$ cat config.mk
export PLATFORM = sky130hd
export DESIGN_NAME = uart_rx_fifo
export DESIGN_NICKNAME = d
export VERILOG_FILES = /design/src/rtl/uart_rx_fifo.sv
export SDC_FILE = /design/constraint.sdc
export NUM_CORES = 1
export LEC_CHECK = 0
export ABC_CLOCK_PERIOD_IN_PS = 3300
export CORE_MARGIN = 1.5
export CORE_UTILIZATION = 40
export DETAILED_ROUTE_END_ITERATION = 8
export PLACE_DENSITY = 0.66
export RECOVER_POWER = 100
export SETUP_SLACK_MARGIN = 0.5
export SYNTH_ARGS = -nofsm -noshare
export SYNTH_HDL_FRONTEND = slang
export SYNTH_SLANG_ARGS = --single-unit
$ cat constraint.sdc
create_clock -name clk_i -period 3.3 [get_ports clk_i]
set_input_delay 0.33 -clock clk_i [delete_from_list [all_inputs] [get_ports clk_i]]
set_output_delay 0.33 -clock clk_i [all_outputs]
set_load 0.01 [all_outputs]
$ cat src/rtl/uart_rx_fifo.sv
// Receive-side FIFO for a UART: queues {framing error, byte} entries and
// presents the oldest one first-word-fall-through with a sticky overflow flag.
module uart_rx_fifo #(
    parameter int DEPTH    = 8,
    parameter int AF_LEVEL = 6
) (
    input  logic                     clk_i,
    input  logic                     arst_n_i,
    input  logic [7:0]               rx_byte_i,
    input  logic                     rx_valid_i,
    input  logic                     rx_ferr_i,
    output logic [7:0]               m_data_o,
    output logic                     m_ferr_o,
    output logic                     m_valid_o,
    input  logic                     m_ready_i,
    output logic [$clog2(DEPTH):0]   level_o,
    output logic                     almost_full_o,
    output logic                     overflow_o,
    input  logic                     clr_ovf_i
);
    localparam int AW = $clog2(DEPTH);
    localparam int LW = AW + 1;
    localparam logic [LW-1:0] FULL_LVL = LW'(DEPTH);
    localparam logic [LW-1:0] AF_LVL   = LW'(AF_LEVEL);
    localparam logic [LW-1:0] ONE_LVL  = LW'(1);

    logic [8:0]    mem_q [DEPTH];
    logic [8:0]    head;
    logic [AW-1:0] wr_ptr_q, wr_ptr_d;
    logic [AW-1:0] rd_ptr_q, rd_ptr_d;
    logic [LW-1:0] level_q, level_d;
    logic          ovf_q, ovf_d;
    logic          valid, full, push, pop, drop;

    always_comb begin
        valid = (level_q != '0);
        full  = (level_q == FULL_LVL);
        pop   = valid & m_ready_i;
        // A full FIFO still accepts a byte when the head leaves in the same cycle.
        push  = rx_valid_i & (~full | pop);
        drop  = rx_valid_i & full & ~pop;

        wr_ptr_d = push ? wr_ptr_q + 1'b1 : wr_ptr_q;
        rd_ptr_d = pop  ? rd_ptr_q + 1'b1 : rd_ptr_q;

        level_d = level_q;
        case ({push, pop})
            2'b10:   level_d = level_q + ONE_LVL;
            2'b01:   level_d = level_q - ONE_LVL;
            default: level_d = level_q;
        endcase

        // A drop in the same cycle as a clear leaves the flag set.
        ovf_d = ovf_q;
        if (drop)
            ovf_d = 1'b1;
        else if (clr_ovf_i)
            ovf_d = 1'b0;
    end

    always_ff @(posedge clk_i or negedge arst_n_i) begin
        if (!arst_n_i) begin
            wr_ptr_q <= '0;
            rd_ptr_q <= '0;
            level_q  <= '0;
            ovf_q    <= 1'b0;
        end else begin
            wr_ptr_q <= wr_ptr_d;
            rd_ptr_q <= rd_ptr_d;
            level_q  <= level_d;
            ovf_q    <= ovf_d;
        end
    end

    // Storage is deliberately left unreset; the pointers alone define what is valid.
    always_ff @(posedge clk_i) begin
        if (push)
            mem_q[wr_ptr_q] <= {rx_ferr_i, rx_byte_i};
    end

    always_comb begin
        head          = mem_q[rd_ptr_q];
        m_valid_o     = valid;
        m_data_o      = valid ? head[7:0] : 8'h00;
        m_ferr_o      = valid ? head[8]   : 1'b0;
        level_o       = level_q;
        almost_full_o = (level_q >= AF_LVL);
        overflow_o    = ovf_q;
    end
endmodule

==> metrics <==
Cell Area, Synth=3400 um2; core outline area=8220 um2; critical path class=register to output pin; Crit. End Element=output pin; critical path's top delay family=buffers and inverters; Placer Congestion=0.677; fin worst setup slack=586 ps; Ports=30; initial antenna violation count=0; Synth-to-Final Area Change=18.6%; fin cells=335; Starting Density=41.3%; Req. time, crit path=2970 ps; Post-synth EDFFs=72; CP max stage cell=dlygate4sd3_1; CTS Hold Bufs=0; Synth Net Count=198; dpl ws=731 ps; commonest non-fill, non-tap cell in the layout=edfxtp_1; Setup Total Neg Slack=0 ps; sw power=1.06 mW; setup bufs post-CTS=0; DP HPWL=3.79 mm; normalized max-slew margin=48.4%; Final Cell Area=4030 um2; Clock Power Share=20.9%; pin count of the biggest net entering global routing=21; # clock sinks=83; CTS buffer count=9; Post-DRT Antenna Nets=0; Data arrival, critical path=2380 ps; Nets=245; Int Power=2.31 mW; Pwr Density=836 nW/um2; Post-route DRC=0; Gate power share=34.6%; Post-DP Area=3880 um2; Async S/R FF share, synth=13.3%; commonest non-fill, non-tap cells in the layout=edfxtp_1 (72), dlygate4sd3_1 (25), mux4_2 (18), nor2_1 (17); # setup viols final=0; Total Routed Length=6.01 mm; Hold Slack=403 ps; Max-Cap Viols=0; Hold Crit Class=primary input to async pin; minimum clock period=2710 ps; drt pass-1 iters=4; Buffers on Ports=29; DR WL/cell=17.9 um; Cell Count Post-Placement=320; DR vias=1656; synthesized netlist cell count=179; status=finished, final reports clean; VDD IR-drop max=338 uV; Crit Path Max Fanout=20; sequential power share=44.5%; RSZ-0062 raised after global routing=no; Worst Path Buf+Inv=2; layout cells sized above 1=18.7%; post-synthesis cell type with the largest combined area=edfxtp_1; final max-slew violation count=0; worst-skew pair later-pin latency=350 ps; leakage power=1.40 nW; Cell variety after synth=33; n_diodes=0; post-synth top area share=63.7%; clock-pin slew on the worst setup and hold paths=80 ps; post-synthesis sequential element count=83; post-synthesis sequential area ratio=71.8%; Die W=95.1 um; gr ovfl total=0; initial DRC count=111; Worst Clk Skew=12.3 ps; CP Launch Type=register; synth top area cells=edfxtp_1 (64%), mux4_2 (12%), dfrtp_1 (8.1%), mux2i_1 (2.7%), nor2_1 (1.9%); Worst path max stage delay=610 ps; worst path cell trace=buf_6 -> mux4_2 -> mux2i_1 -> nor2_1 -> dlygate4sd3_1; die height=95.1 um; clk root buf=clkbuf_8; Tcrit/Tclk final=82.3%; die area=9050 um2; vias per inst=4.94; Global Route Usage Sum=14.6%; fmax=368 MHz; CTS tree=done; Switching Fraction=31.5%; clk buf depth=2; Main synth FF type=edfxtp_1; Mapped Avg Cell Area=19.0 um2; H-Tree Depth=3; Worst Tran Pin Value=774 ps; Ys Warns=0; Site Rows=33; Fin. Hold Viols=0; global-route wire length before repair=9.27 mm; vias in the first global route=1666
## worst register-to-register path, stage by stage (launching register included)
cell     delay (ps)
dfrtp_1         470
or3_1           520
nor2_8          250
inv_4            50
nand2_1          90
inv_1            90
ha_1            260
xor2_1          170
ha_1            180
a21oi_1         140
xor2_1          150
nor2_1           60
xor2_1          140
## layout make-up
type                    count  area [um2]
fillers                   676        4190
flip-flops and latches     83        2440
multi-input cells          85         896
repair buffers             41         347
well taps                 105         131
clock buffers               9         124
clock inverters             6        65.1
inverters                   6        25.0
## cell families (layout without fill, tap and decap cells)
| logic type | count (synthesis) | after routing | share of synthesized area [%] |
|---|---|---|---|
| xor+xnor | 8 | 8 | 2.06 |
| buf+inv | 11 | 62 | 1.47 |
| mux | 30 | 30 | 15.7 |
| compound gates | 7 | 7 | 1.47 |
| simple gates | 35 | 35 | 5.67 |
| fa+ha+maj | 5 | 5 | 1.84 |
| flops | 83 | 83 | 71.8 |
## cells in the mapped netlist (all sizes together) (2+ instances only)
master   n
dfrtp   11
xnor2    3
inv      6
nand2b   5
nor3     2
edfxtp  72
mux2     3
mux4    18
a21oi    2
ha       5
nor2    18
xor2     5
nand2    4
buf      4
mux2i    9
nor3b    2
## worst paths after layout
| check | start | to | slack [ps] | cells past startpoint |
|---|---|---|---|---|
| max | rd_ptr_q[0] | m_data_o[4] | 590 | 5 |
| min | arst_n_i | level_o[0] | 400 | 1 |
| max reg2reg | level_o[1] | level_o[2] | 610 | 12 |
| min reg2reg | overflow_o | overflow_o | 520 | 2 |
| max in group asynchronous | arst_n_i | rd_ptr_q[1] | 2510 | 1 |
| min in group clk_i | overflow_o | overflow_o | 520 | 2 |
## per-stage QoR
step,power [mW],utilization [%]
2_1_floorplan,2.26,-
3_3_place_gp,2.77,47.3
3_5_place_dp,2.79,47.3
4_1_cts,3.49,49.6
5_1_grt,3.56,49.0
6_report,3.37,49.0
## power by group through the flow
stage	combinational [mW]	clock, mW	sequential [mW]
after floorplan	0.815	0	1.44
after global placement	1.26	0	1.51
after detailed placement	1.26	0	1.52
after CTS	1.27	0.722	1.50
after global routing	1.28	0.767	1.52
final	1.16	0.705	1.50
## state kept, by name (all words and copies together), names as in the netlist
signal and cells:
rd_ptr_q 3, overflow_o 1, mem_q 72, level_o 4
wr_ptr_q 3
## layer usage
| metal | vias up | GRT usage [%] | part of all wire [%] |
|---|---|---|---|
| li1 | 793 | - | - |
| met1 | 833 | 20.4 | 49 |
| met2 | 25 | 22.2 | 47 |
| met3 | 5 | 4.15 | 3.1 |
| met4 | 0 | 4.85 | 0.72 |
| met5 | - | 0 | 0 |
## timing repair
item                       4_1_cts  5_1_grt
setup endpoints to repair        1        1
resized for setup                1        1
pin swaps                        0        0
Note: power is estimated with default switching activity, not from simulation.
